File: src/rtl/fp32_mult_pipe.sv
// IEEE-754 binary32 multiplier: registered inputs, then classify, multiply, normalize, round/pack.
// Valid-only AXI-Stream operand/result channels; result appears 4 edges after issue.
module fp32_mult_pipe #(
  parameter int LATENCY_FIXED = 4
) (
  input  logic        clk,
  input  logic        reset,
  input  logic        s_axis_a_tvalid,
  input  logic [31:0] s_axis_a_tdata,
  input  logic        s_axis_b_tvalid,
  input  logic [31:0] s_axis_b_tdata,
  output logic        m_axis_result_tvalid,
  output logic [31:0] m_axis_result_tdata,
  output logic [2:0]  m_axis_result_tuser
);

  localparam logic [31:0] QNAN = 32'h7FC0_0000;

  if (LATENCY_FIXED != 4) begin : g_latency_check
    $error("fp32_mult_pipe has a fixed 4-cycle latency");
  end

  logic               v0_q, v0_d, v1_q, v1_d, v2_q, v2_d, v3_q, v3_d;
  logic [31:0]        a0_q, a0_d, b0_q, b0_d;
  logic               sign1_q, sign1_d, sign2_q, sign2_d, sign3_q, sign3_d;
  logic [7:0]         ea1_q, ea1_d, eb1_q, eb1_d;
  logic [22:0]        ma1_q, ma1_d, mb1_q, mb1_d;
  logic               spec1_q, spec1_d, spec2_q, spec2_d, spec3_q, spec3_d;
  logic [31:0]        spec_data1_q, spec_data1_d, spec_data2_q, spec_data2_d, spec_data3_q, spec_data3_d;
  logic [2:0]         spec_flags1_q, spec_flags1_d, spec_flags2_q, spec_flags2_d, spec_flags3_q, spec_flags3_d;
  logic signed [9:0]  exp2_q, exp2_d, exp3_q, exp3_d;
  logic [47:0]        prod2_q, prod2_d;
  logic [22:0]        frac3_q, frac3_d;
  logic               guard3_q, guard3_d, sticky3_q, sticky3_d;
  logic               tvalid_q, tvalid_d;
  logic [31:0]        tdata_q, tdata_d;
  logic [2:0]         tuser_q, tuser_d;

  // Stage 0: register the raw operands; an op issues only when both channels are valid.
  always_comb begin
    v0_d = s_axis_a_tvalid & s_axis_b_tvalid;
    a0_d = s_axis_a_tdata;
    b0_d = s_axis_b_tdata;
  end

  // Stage 1: unpack and classify. Subnormals collapse to zero.
  logic [7:0]  ea, eb;
  logic [22:0] ma, mb;
  logic        za, zb, ia, ib, na, nb, s;
  always_comb begin
    ea = a0_q[30:23];
    eb = b0_q[30:23];
    ma = a0_q[22:0];
    mb = b0_q[22:0];
    s  = a0_q[31] ^ b0_q[31];
    za = (ea == 8'd0);
    zb = (eb == 8'd0);
    ia = (ea == 8'hFF) && (ma == 23'd0);
    ib = (eb == 8'hFF) && (mb == 23'd0);
    na = (ea == 8'hFF) && (ma != 23'd0);
    nb = (eb == 8'hFF) && (mb != 23'd0);
    v1_d          = v0_q;
    sign1_d       = s;
    ea1_d         = ea;
    eb1_d         = eb;
    ma1_d         = ma;
    mb1_d         = mb;
    spec1_d       = za | zb | ia | ib | na | nb;
    spec_flags1_d = 3'b000;
    if (na | nb) begin
      spec_data1_d = QNAN;
    end else if ((ia & zb) | (za & ib)) begin
      spec_data1_d  = QNAN;
      spec_flags1_d = 3'b100;
    end else if (ia | ib) begin
      spec_data1_d = {s, 8'hFF, 23'd0};
    end else begin
      spec_data1_d = {s, 31'd0};
    end
  end

  // Stage 2: exponent sum and full 24x24 significand product.
  always_comb begin
    v2_d          = v1_q;
    sign2_d       = sign1_q;
    exp2_d        = $signed({2'b00, ea1_q}) + $signed({2'b00, eb1_q}) - 10'sd127;
    prod2_d       = 48'({1'b1, ma1_q}) * 48'({1'b1, mb1_q});
    spec2_d       = spec1_q;
    spec_data2_d  = spec_data1_q;
    spec_flags2_d = spec_flags1_q;
  end

  // Stage 3: normalize to [1,2); the hidden bit is dropped here since it is always 1.
  always_comb begin
    v3_d          = v2_q;
    sign3_d       = sign2_q;
    spec3_d       = spec2_q;
    spec_data3_d  = spec_data2_q;
    spec_flags3_d = spec_flags2_q;
    if (prod2_q[47]) begin
      exp3_d    = exp2_q + 10'sd1;
      frac3_d   = prod2_q[46:24];
      guard3_d  = prod2_q[23];
      sticky3_d = |prod2_q[22:0];
    end else begin
      exp3_d    = exp2_q;
      frac3_d   = prod2_q[45:23];
      guard3_d  = prod2_q[22];
      sticky3_d = |prod2_q[21:0];
    end
  end

  // Stage 4: round to nearest even, range check, pack. Data holds while idle; flags clear.
  logic              inc;
  logic [23:0]       frac_rnd;
  logic signed [9:0] exp_r;
  always_comb begin
    inc      = guard3_q & (sticky3_q | frac3_q[0]);
    frac_rnd = {1'b0, frac3_q} + {23'd0, inc};
    exp_r    = frac_rnd[23] ? (exp3_q + 10'sd1) : exp3_q;
    tvalid_d = v3_q;
    tdata_d  = tdata_q;
    tuser_d  = 3'b000;
    if (v3_q) begin
      if (spec3_q) begin
        tdata_d = spec_data3_q;
        tuser_d = spec_flags3_q;
      end else if (exp_r >= 10'sd255) begin
        tdata_d = {sign3_q, 8'hFF, 23'd0};
        tuser_d = 3'b010;
      end else if (exp_r <= 10'sd0) begin
        tdata_d = {sign3_q, 31'd0};
        tuser_d = 3'b001;
      end else begin
        tdata_d = {sign3_q, exp_r[7:0], frac_rnd[22:0]};
      end
    end
  end

  always_ff @(posedge clk) begin
    if (reset) begin
      v0_q     <= 1'b0;
      v1_q     <= 1'b0;
      v2_q     <= 1'b0;
      v3_q     <= 1'b0;
      tvalid_q <= 1'b0;
      tdata_q  <= 32'd0;
      tuser_q  <= 3'b000;
    end else begin
      v0_q     <= v0_d;
      v1_q     <= v1_d;
      v2_q     <= v2_d;
      v3_q     <= v3_d;
      tvalid_q <= tvalid_d;
      tdata_q  <= tdata_d;
      tuser_q  <= tuser_d;
    end
  end

  // Datapath registers carry no reset so the product register can pack into a DSP.
  always_ff @(posedge clk) begin
    a0_q          <= a0_d;
    b0_q          <= b0_d;
    sign1_q       <= sign1_d;
    ea1_q         <= ea1_d;
    eb1_q         <= eb1_d;
    ma1_q         <= ma1_d;
    mb1_q         <= mb1_d;
    spec1_q       <= spec1_d;
    spec_data1_q  <= spec_data1_d;
    spec_flags1_q <= spec_flags1_d;
    sign2_q       <= sign2_d;
    exp2_q        <= exp2_d;
    prod2_q       <= prod2_d;
    spec2_q       <= spec2_d;
    spec_data2_q  <= spec_data2_d;
    spec_flags2_q <= spec_flags2_d;
    sign3_q       <= sign3_d;
    exp3_q        <= exp3_d;
    frac3_q       <= frac3_d;
    guard3_q      <= guard3_d;
    sticky3_q     <= sticky3_d;
    spec3_q       <= spec3_d;
    spec_data3_q  <= spec_data3_d;
    spec_flags3_q <= spec_flags3_d;
  end

  assign m_axis_result_tvalid = tvalid_q;
  assign m_axis_result_tdata  = tdata_q;
  assign m_axis_result_tuser  = tuser_q;

endmodule

File: config.mk
export PLATFORM = sky130hd
export DESIGN_NAME = fp32_mult_pipe
export DESIGN_NICKNAME = d
export VERILOG_FILES = /design/src/rtl/fp32_mult_pipe.sv
export SDC_FILE = /design/constraint.sdc
export NUM_CORES = 2
export LEC_CHECK = 0
export CAP_MARGIN = 10
export CORE_ASPECT_RATIO = 0.5
export CORE_MARGIN = 2
export CORE_UTILIZATION = 50
export CTS_BUF_LIST = sky130_fd_sc_hd__clkbuf_8
export CTS_CLUSTER_SIZE = 8
export DETAILED_ROUTE_END_ITERATION = 6
export GPL_TIMING_DRIVEN = 0
export PLACE_DENSITY_LB_ADDON = 0.2
export RECOVER_POWER = 25
export SLEW_MARGIN = 10
export SYNTH_ARGS = -nofsm -noshare
export SYNTH_HDL_FRONTEND = slang
export SYNTH_SLANG_ARGS = --single-unit
File: constraint.sdc
create_clock -name clk -period 13.9 [get_ports clk]
set_input_delay 2.78 -clock clk [delete_from_list [all_inputs] [get_ports clk]]
set_output_delay 2.78 -clock clk [all_outputs]
set_load 0.005 [all_outputs]
Yosys cells after proc, flatten, opt, wreduce, memory -nomap -nowiden --
Index checks and enable logic that the tools add are counted.
Cells by class: add/subtract/negate cells 5, multiply operators 1, order comparisons 2, equal/unequal tests 2, muxes and demuxes 13, bitwise operators 15, reduce and logical (&&, ||, !) cells 14
Operators with widths (number):
- $mux 31 | 3
- $mul 24x24->48 | 1
- $logic_not 23->1 | 2
- $reduce_bool 23->1 | 2
- $mux 32 | 1
- $add 23x1->24 | 1
- $mux 23 | 1
- $reduce_or 23->1 | 1
- $reduce_or 22->1 | 1
- $add 10x2->10 const B | 2
- $mux 10 | 2
- $eq 8x8->1 const B | 2
- $logic_not 8->1 | 2
- $ge 10x9->1 const B | 1
- $le 10x1->1 const B | 1
- $sub 9x7->10 const B | 1
- $add 8x8->9 | 1
- $or 1x1->1 | 9
- $mux 3 | 2
- $and 1x1->1 | 4
- $logic_and 1x1->1 | 4
- $reduce_or 2->1 | 2
- $mux 1 | 3
- $mux 2 | 1
- 2 further kinds | 2
Word-level totals: register bits after elaboration 370, output and inout port bits 36, word-level logic and storage cells 83

Logic depth before layout (Yosys ltp) --
depth after elaboration 8, mapped depth 27, mapped depth without buffers 25

Worst setup path after synthesis --
Ideal clock, no wire load.
path kind flip-flop to flip-flop, from reg ma1_q[14], to reg prod2_q[40], library setup time 0.129 ns, arrival 6.502 ns, data required time 13.771 ns, setup slack 7.270 ns, stages on the path, launching flop included 25, path buffers 1, clock period less this slack 6.630 ns, cell sequence dfxtp_1 -> clkbuf_1 -> nand2_1 -> fa_1 -> inv_1 -> fa_1 -> inv_1 -> fa_1 -> fa_1 -> inv_1 -> fa_1 -> fa_1 -> inv_1 -> fa_1 -> inv_1 -> ha_1 -> a21o_1 -> a211oi_2 -> o211a_1 -> a2111oi_0 -> or3_4 -> a221oi_4 -> nor2_1 -> a31o_1 -> xor2_1
Between the ends: word-level cells in the longest chain between the ends 1
RTL lines:
- start, declared | RTL line 27 | logic [22:0] ma1_q, ma1_d, mb1_q, mb1_d;
- start signal, assigned | RTL line 167 | ma1_q <= ma1_d;
- $mul 24x24->48 | RTL line 87 | prod2_d = 48'({1'b1, ma1_q}) * 48'({1'b1, mb1_q});
- named net prod2_d[40] | RTL line 32 | logic [47:0] prod2_q, prod2_d;
- end signal, assigned | RTL line 174 | prod2_q <= prod2_d;
- end, declared | RTL line 32
The timed path passes the listed nets, and every way through them passes these cells. A chain may end at the register's enable or synchronous reset.

Worst setup path after layout --
from reg ma1_q[18], to reg prod2_q[38]
The elaborated chain is that of the path after synthesis.

==> results.json <==
{
  "status": "complete, no violations",
  "critPathBufInv": 6,
  "max-clock-path-buffers": 3,
  "syn-cell-area_sq_mm": 0.0267,
  "finalCriticalPeriod_ns": 8.64,
  "initial_core_util_pct": 51.0,
  "post_cts_buffers": 0,
  "fp.dieW_um": 331,
  "max_freq_ghz": 0.116,
  "synth_top_area_share_pct": 36.2,
  "cts_tree": "done",
  "synth_flop_cell": "dfxtp_1",
  "synth_area_leaders": "fa_1 36%, dfxtp_1 21%, ha_1 9.0%",
  "cts_made_buffers": 42,
  "route.detailed.drc": 0,
  "maxSlewViolCount": 0,
  "crit_path_max_incr_delay_ns": 0.89,
  "grt.total_usage_pct": 28.6,
  "io_pins": 104,
  "worstPathMaxFanout": 10,
  "ys_types": 70,
  "yosysTopAreaCell": "fa_1",
  "routed_wirelength_um": 76000,
  "crit_path_end_kind": "flop",
  "routedWlPerCell_um": 21.1,
  "clock_latency_ns": 0.65,
  "antenna_found_initial": 2,
  "die_h_um": 167,
  "area_growth_pct": 9.74,
  "dieArea_sq_mm": 0.0553,
  "syn_avg_cell_area_sq_um": 9.75,
  "ant_nets": 0,
  "multi_input_area_sq_mm": 0.0185,
  "clock_skew_ns": 0.0691,
  "yosysWarningCount": 0,
  "syn_inst": 2738,
  "vias": 18800,
  "coreArea_sq_mm": 0.0523,
  "clock_sinks": 277,
  "critPathSlowestCell": "a2111oi_1",
  "num_antenna_cells": 0,
  "num-fill-cells": 4719,
  "rsz0062_at_grt": "no",
  "path_common_cell": "fa_1",
  "use_met1_pct": 40.1,
  "cts_resized": 0,
  "cp_data_arrival_time_ns": 9.12,
  "synth_common_cells": "586 x inv_1, 483 x fa_1, 317 x nand2_1",
  "synth_edf_count": 0,
  "path_class": "flop to flop",
  "finalSetupTns_ns": 0,
  "drive_above_1_share_pct": 4.21,
  "regArea_sq_mm": 0.00555,
  "postCtsHoldBufs": 0,
  "setup_viol": 0,
  "grt_pass1_wl_um": 116000,
  "viasPerCell": 5.22,
  "io_buffer_count": 103,
  "synth_nets": 3481,
  "htreeDepth": 2,
  "synth-seq-area-share_pct": 20.8,
  "rows": 59,
  "grt_pass1_vias": 19600,
  "yosys_register_bits": 277,
  "dp_hpwl_um": 62300,
  "grt_remaining_overflow": 0,
  "maxSlewHeadroom_pct": 24.9,
  "grt_busiest_layer": "met1",
  "gp_congestion": 1.00,
  "grt_max_degree": 14,
  "worst_pin_slew_ns": 1.13,
  "async_flop_share_pct": 0,
  "cap_violations": 0,
  "nets": 3628,
  "cts_root_buffer": "clkbuf_8",
  "clk_pin_slew_ns": 0.06,
  "grtUsageMet2_pct": 39.7,
  "hold_class": "flop to flop",
  "yosysMostFrequentCell": "inv_1",
  "crit_required_ns": 14.39,
  "grt_use_met3_pct": 13.8,
  "crit_family": "adder cells",
  "hold_viol": 0,
  "drt_first_pass_iters": 6,
  "start_kind": "flop",
  "worstPathCellList": "clkbuf_1 > nand2_1 > fa_1 > inv_1 > fa_1 > inv_1 > fa_1 > fa_1 > inv_1 > fa_1 > fa_1 > inv_1 > fa_1 > inv_1 > ha_1 > and3_1 > nand4_1 > a2111oi_1 > or3_4 > a221oi_4 > o21bai_1 > a21oi_2 > xnor2_1",
  "fin_crit_sh_pct": 62.1,
  "drt_iter0_markers": 1415
}
## worst register-to-register path, cell delays in order (launching register included)
cell	delay (ns)
dfxtp_1	0.64
clkbuf_1	0.81
nand2_1	0.19
fa_1	0.59
inv_1	0.09
fa_1	0.49
inv_1	0.06
fa_1	0.52
fa_1	0.53
inv_1	0.06
fa_1	0.46
fa_1	0.53
inv_1	0.06
fa_1	0.68
inv_1	0.09
ha_1	0.37
and3_1	0.26
nand4_1	0.19
a2111oi_1	0.89
or3_4	0.29
a221oi_4	0.09
o21bai_1	0.33
a21oi_2	0.11
xnor2_1	0.23
## cell families after synthesis
logic type / synth area share [%]
xor gates and xnor gates: 3.09
AOI/OAI and AO/OA: 4.94
buffers and inverters: 9.91
and+or+nand+nor: 15.0
muxes: 1.09
adders and majority gates: 45.2
DFF: 20.8
## through the flow
step	setup WS, ns	cell area [sq um]	hold slack (ns)	util [%]	cells
finish	5.26	29300	0.324	56.0	3600
global route	5.01	29300	0.332	56.0	3600
CTS	5.18	29300	0.323	56.0	3600
detailed placement	5.28	28600	0.312	54.6	3542
global placement	4.94	28600	0.310	54.6	3542
floorplan	7.27	26700	0.310	-	2738
## cells in the final DEF, fill, tap and decap left out, drive strengths merged, types with 17 or more instances in the layout
master           n
and2           243
nor2b           17
o21ai           44
and3            21
nor2            67
nand4           22
inv            598
mux2            25
nand3           22
xnor2           58
nand2          319
nor4            17
a21oi           60
fa             483
ha             192
clkbuf         143
a21o            20
xor2            36
dfxtp          277
clkdlybuf4s50  103
## final timing paths
check	start	end	slack [ns]	cells after the start
max	ma1_q[18]$_DFF_P_	prod2_q[38]$_DFF_P_	5.26	23
min	spec_data2_q[30]$_DFF_P_	spec_data3_q[30]$_DFF_P_	0.32	0
max reg2reg	ma1_q[18]$_DFF_P_	prod2_q[38]$_DFF_P_	5.26	23
min reg2reg	spec_data2_q[30]$_DFF_P_	spec_data3_q[30]$_DFF_P_	0.32	0
## registers in the layout, indices dropped and copies added (netlist names), 3 cells and up
register,count
eb1_q,8
ea1_q,8
prod2_q,48
spec_data1_q,3
frac3_q,23
spec_data2_q,3
b0_q,32
spec_data3_q,3
m_axis_result_tuser,3
exp3_q,10
m_axis_result_tdata,32
ma1_q,23
mb1_q,23
a0_q,32
exp2_q,10
## final cells by class
class / instances / area share (%)
clock buffer: 44 / 2.07
sequential: 277 / 18.9
multi-input combinational: 1765 / 63.2
inverter: 589 / 7.55
timing repair buffer: 103 / 3.52
buffer: 107 / 1.48
tap: 701 / 3.00
clock inverter: 14 / 0.286
## layer usage
metal  wire [um]  share of wire [%]  vias to the layer above
li1            -                  -                     8519
met1       33500                 44                     9280
met2       30100                 40                      849
met3       10500                 14                      126
met4        1970                2.6                        0
met5           0                  0                        -
Power is not shown: default switching activity piles up to over one toggle a cycle in this logic, so the estimate is an artifact.
